--- config.mk ---
export PLATFORM = sky130hd
export DESIGN_NAME = safecrack_multikey_fsm_flat
export DESIGN_NICKNAME = d
export VERILOG_FILES = /design/src/rtl/safecrack_multikey_fsm_if.sv /design/src/rtl/safecrack_multikey_fsm.sv /design/src/flat_wrapper.sv
export SDC_FILE = /design/constraint.sdc
export NUM_CORES = 1
export LEC_CHECK = 0
export CELL_PAD_IN_SITES_DETAIL_PLACEMENT = 1
export CELL_PAD_IN_SITES_GLOBAL_PLACEMENT = 2
export CORE_ASPECT_RATIO = 0.6
export CORE_MARGIN = 4
export CORE_UTILIZATION = 30
export DETAILED_ROUTE_END_ITERATION = 12
export HOLD_SLACK_MARGIN = 0.03
export PLACE_DENSITY = 0.71
export SYNTH_ARGS = -nofsm -noshare
export SYNTH_HDL_FRONTEND = slang
export SYNTH_SLANG_ARGS = --single-unit
--- constraint.sdc ---
create_clock -name clk -period 4 [get_ports clk]
set_input_delay 0.8 -clock clk [delete_from_list [all_inputs] [get_ports clk]]
set_output_delay 0.8 -clock clk [all_outputs]
set_load 0.005 [all_outputs]
--- src/rtl/safecrack_multikey_fsm_if.sv ---
// Board-facing bundle of the multi-key safe lock: debounced buttons and switches in,
// LED/status lines out. The master side drives the buttons; the slave side is the lock.
interface safecrack_multikey_fsm_if #(
  parameter int NUM_KEYS       = 4,
  parameter int CODE_LEN       = 4,
  parameter int MAX_TRIES      = 3,
  parameter int LOCK_MAX_SHIFT = 3
);
  localparam int TW = $clog2(MAX_TRIES + 1);
  localparam int LW = $clog2(LOCK_MAX_SHIFT + 1);

  logic                prog_sw;
  logic [NUM_KEYS-1:0] keys_n;
  logic                lock_req;
  logic [2:0]          state_o;
  logic [CODE_LEN-1:0] progress;
  logic                prog_mode;
  logic                unlocked;
  logic                err_blink;
  logic                locked_out;
  logic [TW-1:0]       tries_o;
  logic [LW-1:0]       lock_level;

  modport master (
    output prog_sw, keys_n, lock_req,
    input  state_o, progress, prog_mode, unlocked, err_blink, locked_out, tries_o, lock_level
  );

  modport slave (
    input  prog_sw, keys_n, lock_req,
    output state_o, progress, prog_mode, unlocked, err_blink, locked_out, tries_o, lock_level
  );
endinterface

--- src/rtl/safecrack_multikey_fsm.sv ---
// Multi-key safe lock: programmable N-digit code, escalating lockouts, auto relock and
// entry timeout, all paced by one shared cycle timer.
module safecrack_multikey_fsm #(
  parameter int CLOCK_HZ       = 50_000_000,
  parameter int NUM_KEYS       = 4,
  parameter int CODE_LEN       = 4,
  parameter int MAX_TRIES      = 3,
  parameter int ERR_MS         = 200,
  parameter int LOCK_S         = 10,
  parameter int LOCK_MAX_SHIFT = 3,
  parameter int RELOCK_S       = 30,
  parameter int ENTRY_TO_S     = 5
) (
  input  logic                     clk,
  input  logic                     rst_n,
  safecrack_multikey_fsm_if.slave  bus
);

  localparam int DW = $clog2(NUM_KEYS);
  localparam int CW = CODE_LEN * DW;
  localparam int IW = $clog2(CODE_LEN + 1);
  localparam int TW = $clog2(MAX_TRIES + 1);
  localparam int LW = $clog2(LOCK_MAX_SHIFT + 1);

  localparam longint ERR_CYC      = longint'(CLOCK_HZ) * ERR_MS / 1000;
  localparam longint LOCK_CYC     = longint'(CLOCK_HZ) * LOCK_S;
  localparam longint LOCK_MAX_CYC = LOCK_CYC << LOCK_MAX_SHIFT;
  localparam longint RELOCK_CYC   = longint'(CLOCK_HZ) * RELOCK_S;
  localparam longint ENTRY_CYC    = longint'(CLOCK_HZ) * ENTRY_TO_S;
  localparam longint MAX_A        = (LOCK_MAX_CYC > RELOCK_CYC) ? LOCK_MAX_CYC : RELOCK_CYC;
  localparam longint MAX_B        = (ENTRY_CYC > ERR_CYC) ? ENTRY_CYC : ERR_CYC;
  localparam longint MAX_CYC      = (MAX_A > MAX_B) ? MAX_A : MAX_B;
  localparam int     TMR_W        = $clog2(MAX_CYC + 1);

  localparam logic [TMR_W-1:0] ERR_LAST    = TMR_W'(ERR_CYC - 1);
  localparam logic [TMR_W-1:0] RELOCK_LAST = TMR_W'(RELOCK_CYC - 1);
  localparam logic [TMR_W-1:0] ENTRY_LAST  = TMR_W'(ENTRY_CYC - 1);

  typedef enum logic [2:0] {
    S_PROG    = 3'd0,
    S_READY   = 3'd1,
    S_ENTRY   = 3'd2,
    S_VERIFY  = 3'd3,
    S_UNLOCK  = 3'd4,
    S_ERROR   = 3'd5,
    S_LOCKOUT = 3'd6
  } state_t;

  state_t              state_q, state_d;
  logic [CW-1:0]       code_q, code_d;
  logic [CW-1:0]       attempt_q, attempt_d;
  logic [IW-1:0]       idx_q, idx_d;
  logic [TW-1:0]       tries_q, tries_d;
  logic [LW-1:0]       level_q, level_d;
  logic [TMR_W-1:0]    timer_q, timer_d;

  logic [NUM_KEYS-1:0] key_s1_q, key_s2_q, key_prev_q;
  logic                prog_s1_q, prog_s2_q, prog_prev_q;
  logic                lock_prev_q;

  logic [NUM_KEYS-1:0] key_press;
  logic                key_hit;
  logic [DW-1:0]       key_digit;
  logic                prog_rise, prog_on, lock_rise;
  logic                timer_clr, timed_state;
  logic                idx_full;
  logic [TMR_W-1:0]    lock_last;

  // Two-flop synchronisers plus one history flop each for edge detection.
  always_ff @(posedge clk or negedge rst_n) begin
    if (!rst_n) begin
      key_s1_q    <= '0;
      key_s2_q    <= '0;
      key_prev_q  <= '0;
      prog_s1_q   <= 1'b0;
      prog_s2_q   <= 1'b0;
      prog_prev_q <= 1'b0;
      lock_prev_q <= 1'b0;
    end else begin
      key_s1_q    <= ~bus.keys_n;
      key_s2_q    <= key_s1_q;
      key_prev_q  <= key_s2_q;
      prog_s1_q   <= bus.prog_sw;
      prog_s2_q   <= prog_s1_q;
      prog_prev_q <= prog_s2_q;
      lock_prev_q <= bus.lock_req;
    end
  end

  assign key_press = key_s2_q & ~key_prev_q;
  assign prog_on   = prog_s2_q;
  assign prog_rise = prog_s2_q & ~prog_prev_q;
  assign lock_rise = bus.lock_req & ~lock_prev_q;

  // Scan from the top so the lowest-numbered simultaneous press is the one kept.
  always_comb begin
    key_hit   = 1'b0;
    key_digit = '0;
    for (int k = NUM_KEYS - 1; k >= 0; k--) begin
      if (key_press[k]) begin
        key_hit   = 1'b1;
        key_digit = DW'(k);
      end
    end
  end

  assign idx_full    = (idx_q == IW'(CODE_LEN));
  assign lock_last   = (TMR_W'(LOCK_CYC) << level_q) - TMR_W'(1);
  assign timed_state = (state_q == S_ENTRY) || (state_q == S_ERROR) ||
                       (state_q == S_LOCKOUT) || (state_q == S_UNLOCK);

  always_ff @(posedge clk or negedge rst_n) begin
    if (!rst_n) begin
      state_q   <= S_PROG;
      code_q    <= '0;
      attempt_q <= '0;
      idx_q     <= '0;
      tries_q   <= '0;
      level_q   <= '0;
      timer_q   <= '0;
    end else begin
      state_q   <= state_d;
      code_q    <= code_d;
      attempt_q <= attempt_d;
      idx_q     <= idx_d;
      tries_q   <= tries_d;
      level_q   <= level_d;
      timer_q   <= timer_d;
    end
  end

  always_comb begin
    state_d   = state_q;
    code_d    = code_q;
    attempt_d = attempt_q;
    idx_d     = idx_q;
    tries_d   = tries_q;
    level_d   = level_q;
    timer_clr = 1'b0;

    unique case (state_q)
      S_PROG: begin
        if (key_hit && !idx_full) begin
          code_d = (code_q << DW) | CW'(key_digit);
          idx_d  = idx_q + IW'(1);
        end
        if (!prog_on && idx_full) begin
          state_d = S_READY;
        end
      end

      S_READY: begin
        if (key_hit) begin
          state_d   = S_ENTRY;
          idx_d     = '0;
          attempt_d = '0;
        end
      end

      S_ENTRY: begin
        if (idx_full) begin
          state_d = S_VERIFY;
        end else if (key_hit) begin
          attempt_d = (attempt_q << DW) | CW'(key_digit);
          idx_d     = idx_q + IW'(1);
          timer_clr = 1'b1;
        end else if (ENTRY_TO_S != 0 && timer_q == ENTRY_LAST) begin
          state_d = S_READY;
        end
      end

      S_VERIFY: begin
        if (attempt_q == code_q) begin
          state_d = S_UNLOCK;
          tries_d = '0;
          level_d = '0;
        end else begin
          tries_d = (tries_q == TW'(MAX_TRIES)) ? tries_q : tries_q + TW'(1);
          if (({1'b0, tries_q} + (TW+1)'(1)) == (TW+1)'(MAX_TRIES)) begin
            state_d = S_LOCKOUT;
          end else begin
            state_d = S_ERROR;
          end
        end
      end

      S_ERROR: begin
        if (timer_q == ERR_LAST) begin
          state_d = S_READY;
        end
      end

      S_LOCKOUT: begin
        if (timer_q == lock_last) begin
          state_d = S_READY;
          tries_d = '0;
          level_d = (level_q == LW'(LOCK_MAX_SHIFT)) ? level_q : level_q + LW'(1);
        end
      end

      S_UNLOCK: begin
        if (lock_rise || (RELOCK_S != 0 && timer_q == RELOCK_LAST)) begin
          state_d = S_READY;
        end
      end

      default: state_d = S_PROG;
    endcase

    if (prog_on) begin
      state_d = S_PROG;
    end

    // A fresh programming request wipes everything, including lockout escalation.
    if (prog_rise) begin
      state_d   = S_PROG;
      code_d    = '0;
      attempt_d = '0;
      idx_d     = '0;
      tries_d   = '0;
      level_d   = '0;
      timer_clr = 1'b1;
    end
  end

  always_comb begin
    timer_d = timer_q;
    if (timer_clr || (state_d != state_q)) begin
      timer_d = '0;
    end else if (timed_state) begin
      timer_d = timer_q + TMR_W'(1);
    end
  end

  assign bus.state_o    = state_q;
  assign bus.prog_mode  = (state_q == S_PROG);
  assign bus.unlocked   = (state_q == S_UNLOCK);
  assign bus.err_blink  = (state_q == S_ERROR);
  assign bus.locked_out = (state_q == S_LOCKOUT);
  assign bus.tries_o    = tries_q;
  assign bus.lock_level = level_q;

  logic capture_phase;
  assign capture_phase = (state_q == S_PROG) || (state_q == S_ENTRY);

  for (genvar gi = 0; gi < CODE_LEN; gi++) begin : g_progress
    assign bus.progress[gi] = capture_phase && (idx_q > IW'(gi));
  end

endmodule

--- src/flat_wrapper.sv ---
// flat-port wrapper written by rule: the top's interface ports become plain ports
module safecrack_multikey_fsm_flat 
#(
  parameter int CLOCK_HZ       = 50_000_000,
  parameter int NUM_KEYS       = 4,
  parameter int CODE_LEN       = 4,
  parameter int MAX_TRIES      = 3,
  parameter int ERR_MS         = 200,
  parameter int LOCK_S         = 10,
  parameter int LOCK_MAX_SHIFT = 3,
  parameter int RELOCK_S       = 30,
  parameter int ENTRY_TO_S     = 5
)
  (clk, rst_n, bus_prog_sw, bus_keys_n, bus_lock_req, bus_state_o, bus_progress, bus_prog_mode, bus_unlocked, bus_err_blink, bus_locked_out, bus_tries_o, bus_lock_level);
  safecrack_multikey_fsm_if #(.NUM_KEYS(NUM_KEYS), .CODE_LEN(CODE_LEN), .MAX_TRIES(MAX_TRIES), .LOCK_MAX_SHIFT(LOCK_MAX_SHIFT)) bus_i ();
  input  logic clk;
  input  logic rst_n;
  input wire logic [$bits(bus_i.prog_sw)-1:0] bus_prog_sw;
  input wire logic [$bits(bus_i.keys_n)-1:0] bus_keys_n;
  input wire logic [$bits(bus_i.lock_req)-1:0] bus_lock_req;
  output wire logic [$bits(bus_i.state_o)-1:0] bus_state_o;
  output wire logic [$bits(bus_i.progress)-1:0] bus_progress;
  output wire logic [$bits(bus_i.prog_mode)-1:0] bus_prog_mode;
  output wire logic [$bits(bus_i.unlocked)-1:0] bus_unlocked;
  output wire logic [$bits(bus_i.err_blink)-1:0] bus_err_blink;
  output wire logic [$bits(bus_i.locked_out)-1:0] bus_locked_out;
  output wire logic [$bits(bus_i.tries_o)-1:0] bus_tries_o;
  output wire logic [$bits(bus_i.lock_level)-1:0] bus_lock_level;
  assign bus_i.prog_sw = bus_prog_sw;
  assign bus_i.keys_n = bus_keys_n;
  assign bus_i.lock_req = bus_lock_req;
  assign bus_state_o = bus_i.state_o;
  assign bus_progress = bus_i.progress;
  assign bus_prog_mode = bus_i.prog_mode;
  assign bus_unlocked = bus_i.unlocked;
  assign bus_err_blink = bus_i.err_blink;
  assign bus_locked_out = bus_i.locked_out;
  assign bus_tries_o = bus_i.tries_o;
  assign bus_lock_level = bus_i.lock_level;
  safecrack_multikey_fsm #(.CLOCK_HZ(CLOCK_HZ), .NUM_KEYS(NUM_KEYS), .CODE_LEN(CODE_LEN), .MAX_TRIES(MAX_TRIES), .ERR_MS(ERR_MS), .LOCK_S(LOCK_S), .LOCK_MAX_SHIFT(LOCK_MAX_SHIFT), .RELOCK_S(RELOCK_S), .ENTRY_TO_S(ENTRY_TO_S)) u_core (.clk(clk), .rst_n(rst_n), .bus(bus_i));
endmodule
==> flow_summary.ini <==
[cts]
postCtsSetupBuffers = 0
cts-root-buf = clkbuf_16
clockBufferDepth = 2
clkTransAtPathRegs_ns = 0.06
cts_sinks = 74
cts_tree = yes
cts_buffers = 9
insertion_delay_ns = 0.34
h-tree-depth = 3
hold_buffers = 0
cts_resized = 0

[place]
port_buffers = 22
hpwl_mm = 8.79
place_congestion = 0.852

[worst_setup_path]
crit_type = reg2reg
cp-end-kind = flop
cp_max_fo = 32
critical_path_required_ns = 4.22
critPathArrivalTime_ns = 3.61
worst-r2r-setup-slack_ns = 0.61
startpoint_type = flop

[floorplan]
rows = 34
initial_core_util_pct = 30.5
die_w_um = 165
die_area_um2 = 16800
die_h_um = 102
io_pins = 23
fp.coreArea_um2 = 14500

[timing]
slew_viol_final = 0
setup_viol = 0
hold_violations = 0
finClkSkew_ns = 0.00640
max_slew_margin_pct = 33.9
max_slew.worst_pin.slew_ns = 0.992
period_needed_ns = 3.39
fmax_mhz = 295
fin_setup_tns_ns = 0
rsz0062_at_grt = no
whs_ns = 0.348
period_share_pct = 84.9

[grt]
grt_pass1_wl_mm = 20.2
gr-total-overflow = 0
grt_pass1_vias = 3540
antenna_found_initial = 0
grt_start_max_net_pins = 75
grt_usage_pct = 15.5

[synth]
syn_area_um2 = 4420
synth_edf_count = 0
avgSynthCellArea_um2 = 9.88
ys_warn_count = 0
netlist.area_leader.share_pct = 41.9
ys_types = 50
ys_seq_area_share_pct = 41.9
syn-num-nets = 470
synth_top_area_cell = dfrtp_1
synthFlopType = dfrtp_1
synth_area_leaders = dfrtp_1 (42%), nor3_2 (6.8%), xor2_1 (5.6%), ha_1 (4.2%), xnor2_1 (4.2%)
synth-async-reset-ratio_pct = 100
synthCells = 447
synth.ff_latch_count = 74
synth_most_common_cell = dfrtp_1
synthTopCellsByCount = dfrtp_1 (74), nand2_1 (35), nor2_1 (30), nor3_2 (30), xor2_1 (28)

[power]
powerDensity_nw_per_um2 = 403
peakVddDrop_uv = 185
p_leak_nw = 2.17

[drt]
viasPerCell = 5.07
drt-wirelength-per-cell_um = 17.9
ant_nets = 0
first_pass_iters = 4
vias = 3407
drc = 0
drt_iter0_markers = 162
routed_wl_mm = 12.1

[finish]
diodes = 0
layout.nets = 492
drive_gt1_share_pct = 13.7
syn2layout_area_growth_pct = 16.3

[job]
max_cap_viol_count = 0

[worst_hold_path]
holdCritPathClass = reg2reg

[status]
status = finished clean
==> cells by family (layout without fill, tap and decap cells) <==
logic type | after synthesis | in the layout | share of synthesized area (%)
buf+inv | 38 | 65 | 4.45
mux | 13 | 13 | 3.06
flops | 74 | 74 | 41.9
fa+ha+maj | 15 | 15 | 4.25
xor+xnor | 49 | 49 | 9.71
simple gates | 211 | 211 | 29.5
compound gates | 47 | 47 | 7.08
==> layout make-up <==
class	instances	area, µm²
clock inverters	4	26.3
clock buffers	12	256
fillers	1662	9330
flip-flops and latches	74	1850
repair buffers	30	303
multi-input cells	335	2380
well taps	198	248
inverters	19	71.3
==> where the power goes <==
part           total (mW)  leakage, nW  internal, mW  switching, mW
combinational       0.439         1.05         0.198          0.241
clock               0.777        0.139         0.453          0.324
sequential          0.855        0.987         0.801         0.0534
==> routing by layer <==
layer  track usage (%)  wire, µm  vias up
met2              21.5      4680       56
met1              24.4      6720     1714
met3              3.18       534       10
met4              3.90       128        0
met5                 0         0        -
li1                  -         -     1627
==> layout by cell type (no fill, tap or decap), types with 15 or more instances in the layout <==
cell / count
nor3_2: 30
nand2_1: 35
nor2_1: 30
xnor2_1: 21
dfrtp_1: 74
clkdlybuf4s50_1: 21
inv_1: 19
ha_1: 15
nand3_1: 20
xor2_1: 28
a21oi_1: 23
==> per-stage QoR <==
stage	setup WS [ns]	utilization (%)	power, mW	instances	area [µm²]
after detailed placement	0.641	33.6	1.31	656	4850
after floorplan	0.861	-	1.13	447	4420
after global routing	0.364	35.5	2.20	672	5140
final	0.606	35.5	2.07	672	5140
after global placement	0.768	33.6	1.30	656	4850
after CTS	0.614	35.5	2.12	672	5140
==> registers in the layout, summed over array words and instances, names as in the netlist <==
signal / cells
u_core.key_s1_q: 4
u_core.bus.state_o: 3
u_core.key_prev_q: 4
u_core.idx_q: 3
u_core.key_s2_q: 4
u_core.prog_on: 1
u_core.timer_q: 32
u_core.prog_s1_q: 1
u_core.bus.tries_o: 2
u_core.bus.lock_level: 2
u_core.attempt_q: 8
u_core.lock_prev_q: 1
u_core.prog_prev_q: 1
u_core.code_q: 8
==> critical path, stage by stage, from the launching register on <==
cell      delay, ns
dfrtp_1        0.54
ha_1           0.27
nor4bb_1       0.58
o311ai_2       0.15
xnor2_1        0.15
or4_4          0.54
or3_4          0.37
a31oi_4        0.19
o21ba_4        0.16
buf_12         0.23
nor3_2         0.08
==> path summary, 6_finish.rpt <==
kind                                           from           endpoint  cells after the start
setup reg to reg           u_core.bus.lock_level[0]  u_core.timer_q[3]                     10
hold reg to reg                    u_core.prog_s1_q     u_core.prog_on                      0
min in group asynchronous                     rst_n   u_core.code_q[6]                      1
max in group asynchronous                     rst_n  u_core.timer_q[9]                      1
hold / removal                     u_core.prog_s1_q     u_core.prog_on                      0
setup / recovery           u_core.bus.lock_level[0]  u_core.timer_q[3]                     10
No activity file was read; power rests on OpenSTA's default activity.
